<file path="config.mk">
export PLATFORM = sky130hd
export DESIGN_NAME = mips_debug_data_streamer
export DESIGN_NICKNAME = d
export VERILOG_FILES = /design/src/rtl/mips_debug_data_streamer_pkg.sv /design/src/rtl/mips_debug_data_streamer_source_mux.sv /design/src/rtl/mips_debug_data_streamer.sv
export SDC_FILE = /design/constraint.sdc
export NUM_CORES = 1
export LEC_CHECK = 0
export BUFFER_PORTS_ARGS = -buffer_cell sky130_fd_sc_hd__buf_2
export CAP_MARGIN = 10
export CORE_AREA = 2 2 370 372
export CTS_CLUSTER_DIAMETER = 30
export DETAILED_ROUTE_END_ITERATION = 7
export DIE_AREA = 0 0 372 374
export MAX_ROUTING_LAYER = met4
export PLACE_DENSITY = 0.37
export SYNTH_ARGS = -nofsm -noshare
export SYNTH_HDL_FRONTEND = slang
export SYNTH_SLANG_ARGS = --single-unit
export TNS_END_PERCENT = 5
</file>
<file path="constraint.sdc">
create_clock -name i_clock -period 3.8 [get_ports i_clock]
set_input_delay 0.38 -clock i_clock [delete_from_list [all_inputs] [get_ports i_clock]]
set_output_delay 0.38 -clock i_clock [all_outputs]
set_load 0.02 [all_outputs]
</file>
<file path="src/rtl/mips_debug_data_streamer_pkg.sv">
// ----------------------------------------------------------------------------
// mips_debug_data_streamer_pkg
// This package is shared by the MicroBlaze-facing debug interface and the
// MIPS-side data streamer. It holds the request-select code map, the frame
// width, and the streamer FSM and frame-source enumerations.
// ----------------------------------------------------------------------------
package mips_debug_data_streamer_pkg;

    localparam int DBG_NB_FRAME  = 32;
    localparam int DBG_NB_SELECT = 6;

    // Any code with a 0 in the MSB selects GPR[code[4:0]].
    localparam logic [5:0] REQ_SEL_MEM_DATA          = 6'b100000;
    localparam logic [5:0] REQ_SEL_MEM_INSTR         = 6'b100001;
    localparam logic [5:0] REQ_SEL_PC                = 6'b100010;
    localparam logic [5:0] REQ_SEL_LATCH_FETCH_DATA  = 6'b100100;
    localparam logic [5:0] REQ_SEL_LATCH_FETCH_CTRL  = 6'b100101;
    localparam logic [5:0] REQ_SEL_LATCH_DECO_DATA   = 6'b100110;
    localparam logic [5:0] REQ_SEL_LATCH_DECO_CTRL   = 6'b100111;
    localparam logic [5:0] REQ_SEL_LATCH_EXEC_DATA   = 6'b101000;
    localparam logic [5:0] REQ_SEL_LATCH_EXEC_CTRL   = 6'b101001;
    localparam logic [5:0] REQ_SEL_LATCH_MEM_DATA    = 6'b101010;
    localparam logic [5:0] REQ_SEL_LATCH_MEM_CTRL    = 6'b101011;
    localparam logic [5:0] REQ_SEL_IDLE              = 6'b111111;

    typedef enum logic [1:0] {
        ST_IDLE = 2'd0,
        ST_SEND = 2'd1,
        ST_EOD  = 2'd2
    } stream_state_e;

    // Memory reads come back one cycle after the request, so they bypass the
    // snapshot register and are forwarded straight onto the frame bus.
    typedef enum logic [1:0] {
        SRC_SHIFT     = 2'd0,
        SRC_MEM_DATA  = 2'd1,
        SRC_MEM_INSTR = 2'd2
    } frame_src_e;

endpackage

</file>
<file path="src/rtl/mips_debug_data_streamer_source_mux.sv">
// ----------------------------------------------------------------------------
// debug_source_mux
// This block decodes a request-select code into the snapshot to be
// serialized, the number of frames in it, and the frame source.
//   i_request_select  request code
//   i_reg_read_data   GPR debug read data (already indexed by code[4:0])
//   i_pc              current PC
//   i_latch_*         pipeline latch strips
//   o_snapshot        MSB-aligned snapshot (GPR/PC occupy the top word)
//   o_n_words         frames to send (0 = EOD only)
//   o_src             SRC_SHIFT, or one of the memory pass-through sources
// ----------------------------------------------------------------------------
module debug_source_mux
    import mips_debug_data_streamer_pkg::*;
#(
    parameter int NB_FRAME  = DBG_NB_FRAME,
    parameter int NB_REG    = 32,
    parameter int NB_LATCH  = 96,
    parameter int NB_SELECT = DBG_NB_SELECT,
    parameter int NB_WORDS  = 2
) (
    input  logic [NB_SELECT-1:0] i_request_select,
    input  logic [NB_REG-1:0]    i_reg_read_data,
    input  logic [NB_REG-1:0]    i_pc,
    input  logic [NB_LATCH-1:0]  i_latch_fetch_data,
    input  logic [NB_LATCH-1:0]  i_latch_fetch_ctrl,
    input  logic [NB_LATCH-1:0]  i_latch_deco_data,
    input  logic [NB_LATCH-1:0]  i_latch_deco_ctrl,
    input  logic [NB_LATCH-1:0]  i_latch_exec_data,
    input  logic [NB_LATCH-1:0]  i_latch_exec_ctrl,
    input  logic [NB_LATCH-1:0]  i_latch_mem_data,
    input  logic [NB_LATCH-1:0]  i_latch_mem_ctrl,
    output logic [NB_LATCH-1:0]  o_snapshot,
    output logic [NB_WORDS-1:0]  o_n_words,
    output frame_src_e           o_src
);

    localparam int N_LATCH_WORDS = NB_LATCH / NB_FRAME;

    always_comb begin
        o_snapshot = '0;
        o_n_words  = '0;
        o_src      = SRC_SHIFT;
        casez (i_request_select)
            6'b0?????: begin
                o_snapshot = NB_LATCH'(i_reg_read_data) << (NB_LATCH - NB_REG);
                o_n_words  = NB_WORDS'(1);
            end
            REQ_SEL_MEM_DATA: begin
                o_n_words = NB_WORDS'(1);
                o_src     = SRC_MEM_DATA;
            end
            REQ_SEL_MEM_INSTR: begin
                o_n_words = NB_WORDS'(1);
                o_src     = SRC_MEM_INSTR;
            end
            REQ_SEL_PC: begin
                o_snapshot = NB_LATCH'(i_pc) << (NB_LATCH - NB_REG);
                o_n_words  = NB_WORDS'(1);
            end
            REQ_SEL_LATCH_FETCH_DATA: begin
                o_snapshot = i_latch_fetch_data;
                o_n_words  = NB_WORDS'(N_LATCH_WORDS);
            end
            REQ_SEL_LATCH_FETCH_CTRL: begin
                o_snapshot = i_latch_fetch_ctrl;
                o_n_words  = NB_WORDS'(N_LATCH_WORDS);
            end
            REQ_SEL_LATCH_DECO_DATA: begin
                o_snapshot = i_latch_deco_data;
                o_n_words  = NB_WORDS'(N_LATCH_WORDS);
            end
            REQ_SEL_LATCH_DECO_CTRL: begin
                o_snapshot = i_latch_deco_ctrl;
                o_n_words  = NB_WORDS'(N_LATCH_WORDS);
            end
            REQ_SEL_LATCH_EXEC_DATA: begin
                o_snapshot = i_latch_exec_data;
                o_n_words  = NB_WORDS'(N_LATCH_WORDS);
            end
            REQ_SEL_LATCH_EXEC_CTRL: begin
                o_snapshot = i_latch_exec_ctrl;
                o_n_words  = NB_WORDS'(N_LATCH_WORDS);
            end
            REQ_SEL_LATCH_MEM_DATA: begin
                o_snapshot = i_latch_mem_data;
                o_n_words  = NB_WORDS'(N_LATCH_WORDS);
            end
            REQ_SEL_LATCH_MEM_CTRL: begin
                o_snapshot = i_latch_mem_ctrl;
                o_n_words  = NB_WORDS'(N_LATCH_WORDS);
            end
            default: begin
                // Undefined codes (and idle) carry no data: EOD only.
                o_n_words = '0;
            end
        endcase
    end

endmodule

</file>
<file path="src/rtl/mips_debug_data_streamer.sv">
// ----------------------------------------------------------------------------
// mips_debug_data_streamer
// This is the MIPS-side responder for the debug request channel. It
// snapshots the selected source, streams it MSB word first, one frame per
// cycle, and then emits a single EOD pulse.
//   i_clock / i_reset        clock, synchronous active-high reset
//   i_request_select         one-cycle request code (all ones = none)
//   o_reg_read_addr          GPR debug read index (combinational)
//   i_reg_read_data          GPR debug read data
//   i_pc                     current PC
//   i_mem_data/i_instr_data  memory read data, valid the cycle after request
//   i_latch_*                pipeline latch strips
//   o_frame_to_interface     serialized frame (0 outside SEND)
//   o_eod                    end-of-data pulse
//   o_busy                   transfer in progress
// ----------------------------------------------------------------------------
module mips_debug_data_streamer
    import mips_debug_data_streamer_pkg::*;
#(
    parameter int NB_FRAME    = DBG_NB_FRAME,
    parameter int NB_REG      = 32,
    parameter int NB_LATCH    = 96,
    parameter int NB_SELECT   = DBG_NB_SELECT,
    parameter int NB_REG_ADDR = 5
) (
    input  logic                   i_clock,
    input  logic                   i_reset,
    input  logic [NB_SELECT-1:0]   i_request_select,
    output logic [NB_REG_ADDR-1:0] o_reg_read_addr,
    input  logic [NB_REG-1:0]      i_reg_read_data,
    input  logic [NB_REG-1:0]      i_pc,
    input  logic [NB_REG-1:0]      i_mem_data,
    input  logic [NB_REG-1:0]      i_instr_data,
    input  logic [NB_LATCH-1:0]    i_latch_fetch_data,
    input  logic [NB_LATCH-1:0]    i_latch_fetch_ctrl,
    input  logic [NB_LATCH-1:0]    i_latch_deco_data,
    input  logic [NB_LATCH-1:0]    i_latch_deco_ctrl,
    input  logic [NB_LATCH-1:0]    i_latch_exec_data,
    input  logic [NB_LATCH-1:0]    i_latch_exec_ctrl,
    input  logic [NB_LATCH-1:0]    i_latch_mem_data,
    input  logic [NB_LATCH-1:0]    i_latch_mem_ctrl,
    output logic [NB_FRAME-1:0]    o_frame_to_interface,
    output logic                   o_eod,
    output logic                   o_busy
);

    localparam int N_LATCH_WORDS = NB_LATCH / NB_FRAME;
    localparam int NB_WORDS      = $clog2(N_LATCH_WORDS + 1);

    stream_state_e         state_q, state_d;
    frame_src_e            src_q, src_d;
    logic [NB_LATCH-1:0]   shift_q, shift_d;
    logic [NB_WORDS-1:0]   words_left_q, words_left_d;
    logic                  eod_q, eod_d;

    logic [NB_LATCH-1:0]   mux_snapshot;
    logic [NB_WORDS-1:0]   mux_n_words;
    frame_src_e            mux_src;

    assign o_reg_read_addr = i_request_select[NB_REG_ADDR-1:0];

    debug_source_mux #(
        .NB_FRAME  (NB_FRAME),
        .NB_REG    (NB_REG),
        .NB_LATCH  (NB_LATCH),
        .NB_SELECT (NB_SELECT),
        .NB_WORDS  (NB_WORDS)
    ) u_source_mux (
        .i_request_select   (i_request_select),
        .i_reg_read_data    (i_reg_read_data),
        .i_pc               (i_pc),
        .i_latch_fetch_data (i_latch_fetch_data),
        .i_latch_fetch_ctrl (i_latch_fetch_ctrl),
        .i_latch_deco_data  (i_latch_deco_data),
        .i_latch_deco_ctrl  (i_latch_deco_ctrl),
        .i_latch_exec_data  (i_latch_exec_data),
        .i_latch_exec_ctrl  (i_latch_exec_ctrl),
        .i_latch_mem_data   (i_latch_mem_data),
        .i_latch_mem_ctrl   (i_latch_mem_ctrl),
        .o_snapshot         (mux_snapshot),
        .o_n_words          (mux_n_words),
        .o_src              (mux_src)
    );

    always_ff @(posedge i_clock) begin
        if (i_reset) begin
            state_q      <= ST_IDLE;
            src_q        <= SRC_SHIFT;
            shift_q      <= '0;
            words_left_q <= '0;
            eod_q        <= 1'b0;
        end else begin
            state_q      <= state_d;
            src_q        <= src_d;
            shift_q      <= shift_d;
            words_left_q <= words_left_d;
            eod_q        <= eod_d;
        end
    end

    always_comb begin
        state_d      = state_q;
        src_d        = src_q;
        shift_d      = shift_q;
        words_left_d = words_left_q;
        eod_d        = 1'b0;
        case (state_q)
            ST_IDLE: begin
                if (i_request_select != NB_SELECT'(REQ_SEL_IDLE)) begin
                    shift_d = mux_snapshot;
                    src_d   = mux_src;
                    if (mux_n_words == '0) begin
                        state_d = ST_EOD;
                        eod_d   = 1'b1;
                    end else begin
                        words_left_d = mux_n_words - NB_WORDS'(1);
                        state_d      = ST_SEND;
                    end
                end
            end
            ST_SEND: begin
                shift_d = shift_q << NB_FRAME;
                if (words_left_q == '0) begin
                    state_d = ST_EOD;
                    eod_d   = 1'b1;
                end else begin
                    words_left_d = words_left_q - NB_WORDS'(1);
                end
            end
            ST_EOD: begin
                state_d = ST_IDLE;
            end
            default: begin
                state_d = ST_IDLE;
            end
        endcase
    end

    // The frame is gated by the registered state and taken from the
    // snapshot register. Memory reads arrive one cycle after the request,
    // so they are forwarded straight through during their single SEND cycle.
    always_comb begin
        o_frame_to_interface = '0;
        if (state_q == ST_SEND) begin
            case (src_q)
                SRC_MEM_DATA:  o_frame_to_interface = i_mem_data;
                SRC_MEM_INSTR: o_frame_to_interface = i_instr_data;
                default:       o_frame_to_interface = shift_q[NB_LATCH-1 -: NB_FRAME];
            endcase
        end
    end

    assign o_eod  = eod_q;
    assign o_busy = (state_q != ST_IDLE);

endmodule

</file>
==> results.txt, run 1 <==
----------------------------------------------------
[Outcome]
  Result of the run ... complete, but fails checks
  Violations in the final reports ... design-rule violations

[Pwr]
  Cell leakage power ... 0.00742 µW
  Cell area power density ... ~220 nW/µm²
  Largest vdd supply drop ... between 0.2 and 0.25 mV
  Post-layout total power ... between 4000 and 5000 µW

[CTS]
  Clk root buf ... clkbuf_16
  Hold buffers post-CTS ... 0
  Number of H-tree levels ... 3
  Postcts setup bufs ... 0
  Maximum count of clock buffers along a single path ... 2
  Number of buffers created by CTS ... 9
  TritonCTS clock tree ... done
  Number of clock sinks ... about 100
  Skew-Pair Late Insertion Delay ... roughly 0.41 ns
  Clock-pin transition on the worst setup and hold timing paths ... around 0.09 ns
  Post_cts resized ... 0

[Detailed routing]
  Total routed wirelength ... 129 mm
  Iter 0 DRT Violations ... 1106
  Drt wl/cell ... 32.5 µm
  Pre-antenna DRT Iters ... 8
  Remaining number of nets flagged by the antenna check after routing ... 0
  Final routed DRC violation total ... 1
  Via Count ... around 16000
  Via density ... approximately 4

[Synthesis]
  Cell taking the most area after synthesis ... dfxtp_1
  Most used standard cells in the synthesized netlist ... 179 x a22oi_1, 109 x nor2_1, 103 x dfxtp_1
  Async SR Flop Fraction ... 0%
  Count of different cell masters after synthesis ... 66
  Flop and latch count out of synthesis ... 103
  Fraction of post-synthesis cell area in the top cell type by area ... around a fifth
  Most used standard cell by instance count after synthesis ... a22oi_1
  Mean post-synth cell area ... ~8.8 µm²
  Count of flip-flops with a built-in enable after synthesis ... 0
  Synth top area cells ... dfxtp_1 19%, mux4_2 14%, a22oi_1 12%, mux2i_1 6.5%, a21oi_1 4.5%
  Cells after synthesis ... ~1200
  Nets in the synthesized netlist ... 2153
  Sequential element share of the synthesized area ... around a fifth
  Synthesis Warnings ... 0
  Prevailing post-synth register cell ... dfxtp_1
  Combined area of all synthesized cells ... 11000 µm²

[Final layout]
  Fillers ... 15622
  Net count reported at finish ... roughly 3000
  Share of the core filled with cells ... a little over an eighth
  Multi-input gate area ... between 8000 and 9000 µm²
  Number of cells in the finished layout apart from fillers ... 3980
  Synthesis-to-layout area growth ... 67.9%
  Share of final-layout standard cells stronger than drive strength 1 ... roughly 55%
  Area occupied by registers ... just over 2000 µm²
  Summed area of non-filler cells in the final layout ... ~18000 µm²

[Worst setup path]
  Critical Path End Type ... output port
  Crit path arrival time ... 2.65 ns
  Most Frequent Cell on Critical Path ... nor2_1
  Setup crit start ... src_q[1]$_SDFFE_PP0P_
  Slowest cell on crit path ... ha_1
  Type of the worst setup path ... reg -> out
  Kind of launch point of the worst setup path ... flop
  Delay of the slowest critical-path stage ... 0.93 ns
  Max Fanout on Critical Path ... 29
  CP Data Required Time ... around 3.4 ns
  Worst r2r src ... state_q[0]$_SDFFE_PP0P_
  Crit path cell chain ... inv_1, ha_1, buf_4, a22oi_1, nor2_1, a21oi_1, nor2_1, buf_2

[Timing]
  Transition at the pin with the smallest max-transition slack ... ~1.2 ns
  Total Negative Setup Slacks ... 0 ns
  Min Tclk post-route ... about 3.0 ns
  Slew Limit Fails ... 0
  Setup-failing EPs final ... 0
  Share of the clock period used by the worst path ... 79.7%
  Remaining max-slew budget at the tightest pin ... 21.9%
  Setup Skew ... 0.0209 ns
  Max Clk Rate ... between 0.3 and 0.4 GHz
  Setup repair after global routing missed its margin ... false
  Fin. Hold Viols ... 0

[Placed design]
  Count of buffers from port buffering ... 942
  Final weighted congestion of routability-driven global placement ... approximately 0.86
  Detailed placement HPWL ... between 100 and 150 mm
  Area after DPL ... 18000 µm²
  # placed instances ... 3899

[Job]
  Maximum Capacitance Violations ... 0

[Die]
  FP Rows ... about 140
  Die X-Extent ... about 370 µm
  Chip Height ... about 370 µm
  Initial core utilization ... approximately 8.2%
  Die Area ... approximately 140000 µm²
  Number of I/O pins ... 943
  Area of the core region ... about 130000 µm²

[Global route]
  Global-route wire length before repair ... between 150 and 200 mm
  Overall overflow remaining after global route ... 0
  Via count of the first global-routing pass ... approximately 16000
  Largest net degree at the start of global routing ... 100
  Initial antenna violation count ... around 120
  Global Route Usage Sum ... 18.4%

[Min path]
  Path class of the lowest-slack min-delay path ... in -> reg
  Worst Hold Launch ... i_latch_fetch_data[36]

----------------------------------------------------
-- registers in the layout (all words and copies together) (netlist names) --
name,count
state_q,2
o_eod,1
shift_q,96
words_left_q,2
src_q,2
-- path summary, 6_finish.rpt --
| path | endpoint | slack [ns] | cells past startpoint |
|---|---|---|---|
| hold / removal | shift_q[36]$_SDFFE_PP0P_ | 0.29 | 3 |
| setup / recovery | o_frame_to_interface[15] | 0.77 | 8 |
| setup reg to reg | shift_q[52]$_SDFFE_PP0P_ | 1.14 | 6 |
| hold reg to reg | shift_q[5]$_SDFFE_PP0P_ | 0.48 | 1 |
-- final cells by class --
type | count | share of cell area (%)
multi-input cells | 979 | 44.3
repair buffers | 1030 | 29.7
well taps | 1781 | 12.1
flip-flops and latches | 103 | 11.2
clock buffers | 9 | 1.22
diodes | 65 | 0.880
clock inverters | 7 | 0.481
inverters | 6 | 0.122
-- power breakdown --
group          switching (µW)  internal, µW  total, µW
registers                 112          1140       1250
logic                     979           787       1770
clock network             640           483       1120
total                    1730          2410       4140
-- layout by cell type (no fill, tap or decap), types with 9 or more instances in the layout --
master	count
o21ai_0	15
nor3_1	32
a22oi_1	179
buf_4	80
clkbuf_16	9
diode_2	65
o2bb2ai_1	42
a211oi_1	30
o221ai_1	15
mux2i_1	71
nor3b_1	10
a221oi_1	15
and3_1	29
buf_2	940
a222oi_1	29
dfxtp_1	102
a22o_1	17
mux4_2	68
mux2_2	22
nor2_1	105
a21oi_1	97
nand3b_1	18
o22ai_1	38
and4_1	16
nand3_1	15
-- stage by stage --
| step | setup slack (ns) | hold WS, ns |
|---|---|---|
| global route | 0.609 | 0.290 |
| floorplan | 1.75 | 0.433 |
| global placement | 0.500 | 0.463 |
| detailed placement | 0.432 | 0.464 |
| CTS | 0.764 | 0.258 |
| finish | 0.770 | 0.290 |
-- critical path, delay by kind of cell (launching register included) --
family	cells	cell delay, ns
buf+inv	3	0.57
simple gates	2	0.27
compound gates	2	0.13
fa+ha+maj	1	0.93
flops	1	0.33
-- routing by layer --
metal	wire [µm]	global-route usage, %	vias up
met5	0	-	-
met4	2340	3.13	0
met3	9630	4.71	111
met2	58800	28.8	795
met1	58600	23.9	7862
li1	-	-	7026
-- logic make-up after synthesis --
group                      count (synthesis)  share of synthesized area, %
AOI/OAI and AO/OA                        545                          36.9
adders and majority gates                  2                         0.227
buffers and inverters                    165                          7.91
DFF                                      103                          18.7
muxes                                    161                          22.6
and+or+nand+nor                          271                          13.6
Note: power is estimated with default switching activity, not from simulation.
==> run 2, diff against run 1 <==
Settings changed: CORE_AREA 2 2 370 372 to 2 2 372 374, DIE_AREA 0 0 372 374 to 0 0 374 376.
Clock period 3.8 ns to 3 ns, I/O delays scaled along.
==> results.txt, run 2 (synthesis gave the netlist of run 1 again) <==
----------------------------------------------------
[Outcome]
  Result of the run ... finished clean

[Timing]
  Remaining max-slew budget at the tightest pin ... 25.4% (+3.5 points)
  Setup-failing EPs final ... 0 (unchanged)
  Setup Skew ... 0.0154 ns (-0.00555 ns)
  Total Negative Setup Slacks ... 0 ns (unchanged)
  Min Tclk post-route ... between 2 and 3 ns
  Setup repair after global routing missed its margin ... false
  Max Clk Rate ... around 0.37 GHz
  Fin. Hold Viols ... 0 (unchanged)
  Slew Limit Fails ... 0 (unchanged)
  Share of the clock period used by the worst path ... between 90% and 100%
  Transition at the pin with the smallest max-transition slack ... 1.11 ns (-0.0642 ns)

[Final layout]
  Most common cell after layout, fill and taps aside ... buf_2
  Number of cells in the finished layout apart from fillers ... 4033 (+1.3%)
  Synthesis-to-layout area growth ... 71.2%
  Max FFs per register ... 96 (unchanged)
  Register name with the most flops ... shift_q
  Share of final-layout standard cells stronger than drive strength 1 ... 56.1% (+0.71 points)
  Net count reported at finish ... 3065 (+0.99%)
  Commonest cells after routing, fill and taps aside ... 940 x buf_2, 179 x a22oi_1, 104 x nor2_1

[Die]
  Initial core utilization ... 8.06% (-0.10 points)
  FP Rows ... 136 (+0.74%)
  Die X-Extent ... 374 µm (+0.54%)
  Chip Height ... 376 µm (+0.53%)
  Number of I/O pins ... 943 (unchanged)
  Area of the core region ... 137000 µm² (+1.2%)
  Die Area ... 141000 µm² (+1.1%)

[CTS]
  Skew-Pair Late Insertion Delay ... 0.40 ns (about the same)
  Postcts setup bufs ... 0 (unchanged)
  Number of clock sinks ... 103 (unchanged)
  Post_cts resized ... 0 (unchanged)
  TritonCTS clock tree ... done
  Clock-pin transition on the worst setup and hold timing paths ... 0.10 ns (about the same)
  Number of buffers created by CTS ... 9 (unchanged)
  Hold buffers post-CTS ... 0 (unchanged)
  Clk root buf ... clkbuf_16
  Maximum count of clock buffers along a single path ... 2 (unchanged)
  Number of H-tree levels ... 3 (unchanged)

[Detailed routing]
  Final routed DRC violation total ... 0 (-1)
  Via density ... 4.00 (+0.80%)
  Via Count ... 16133 (+2.1%)
  Pre-antenna DRT Iters ... 7 (-1)
  Drt wl/cell ... 34.1 µm (+4.9%)
  Total routed wirelength ... 138 mm (+6.3%)
  Iter 0 DRT Violations ... 1265 (+14%)
  Remaining number of nets flagged by the antenna check after routing ... 0 (unchanged)

[Worst setup path]
  Max Fanout on Critical Path ... 32 (+10%)
  Critical Path End Type ... output port
  Type of the worst setup path ... reg -> out
  CP Data Required Time ... 2.70 ns (-0.72 ns)
  Kind of launch point of the worst setup path ... flop
  Crit path arrival time ... 2.42 ns (-0.23 ns)

[Job]
  Maximum Capacitance Violations ... 0 (unchanged)

[Global route]
  Overall overflow remaining after global route ... 0 (unchanged)
  Largest net degree at the start of global routing ... 65 (-35%)
  Initial antenna violation count ... 122 (+0.83%)
  Global-route wire length before repair ... 173 mm (+6.5%)
  Via count of the first global-routing pass ... 16274 (+1.7%)
  Global Route Usage Sum ... 19.3% (+0.95 points)

[Placed design]
  Detailed placement HPWL ... 121 mm (+7.4%)
  # placed instances ... 3942 (+1.1%)
  Final weighted congestion of routability-driven global placement ... 0.929 (+7.4%)
  Count of buffers from port buffering ... 942 (unchanged)

[Pwr]
  Cell area power density ... 286 nW/µm² (+27%)
  Largest vdd supply drop ... 0.226 mV (+9.4%)
  Cell leakage power ... 0.00758 µW (+2.2%)

[Min path]
  Path class of the lowest-slack min-delay path ... in -> reg

----------------------------------------------------
[run 2: changes by cell type in the layout (fill, tap and decap cells not counted), sizes merged]
| cell | delta |
|---|---|
| clkinv | +3 |
| diode | +10 |
| inv | -3 |
| buf | +30 |
[run 2: layout make-up]
class                   instances  area [µm²]
clock inverters                 7        86.3
inverters                       6        22.5
clock buffers                   9         225
repair buffers               1060        5810
well taps                    1794        2240
diodes                         75         188
fillers                     15783      118000
flip-flops and latches        103        2070
multi-input cells             979        8200
[run 2: stage by stage]
| stage | cell area, µm² | util, % | setup WS, ns | hold slack, ns | total power (µW) |
|---|---|---|---|---|---|
| 6_report | 18800 | 13.8 | 0.278 | 0.179 | 5380 |
| 3_5_place_dp | 18300 | 13.4 | 0.252 | 0.455 | 4070 |
| 2_1_floorplan | 11000 | - | 1.03 | 0.433 | 2510 |
| 4_1_cts | 18700 | 13.7 | 0.282 | 0.148 | 5510 |
| 5_1_grt | 18800 | 13.8 | 0.133 | 0.176 | 5640 |
| 3_3_place_gp | 18300 | 13.4 | 0.247 | 0.454 | 4080 |
[run 2: final timing paths]
kind,from,cells past startpoint,slack [ns],end
setup / recovery,src_q[0]$_SDFFE_PP0P_,7,0.28,o_frame_to_interface[15]
hold / removal,i_latch_exec_data[52],3,0.18,shift_q[52]$_SDFFE_PP0P_
setup reg to reg,state_q[0]$_SDFFE_PP0P_,5,0.82,shift_q[44]$_SDFFE_PP0P_
hold reg to reg,shift_q[26]$_SDFFE_PP0P_,1,0.48,shift_q[26]$_SDFFE_PP0P_
[run 2: worst max-delay path, stage by stage, from the launching register on]
cell	delay [ns]
dfxtp_1	0.34
inv_1	0.16
ha_2	0.63
a22oi_1	0.28
nor2_1	0.25
a21oi_1	0.07
nor2_1	0.09
buf_2	0.18
[run 2: per-layer routing]
metal | track usage (%) | routed length (µm) | vias to the layer above
met5 | - | 0 | -
met4 | 3.97 | 2970 | 0
met3 | 4.51 | 9890 | 94
met2 | 30.4 | 62600 | 864
met1 | 25.2 | 62100 | 8070
li1 | - | - | 7105
[run 2: power breakdown]
group / switching, µW / internal [µW] / total (µW) / leakage, µW
Clock: 789 / 602 / 1390 / 0.000151
Combinational: 1360 / 1030 / 2400 / 0.00659
Sequential: 151 / 1450 / 1600 / 0.000838
Total: 2300 / 3080 / 5380 / 0.00758
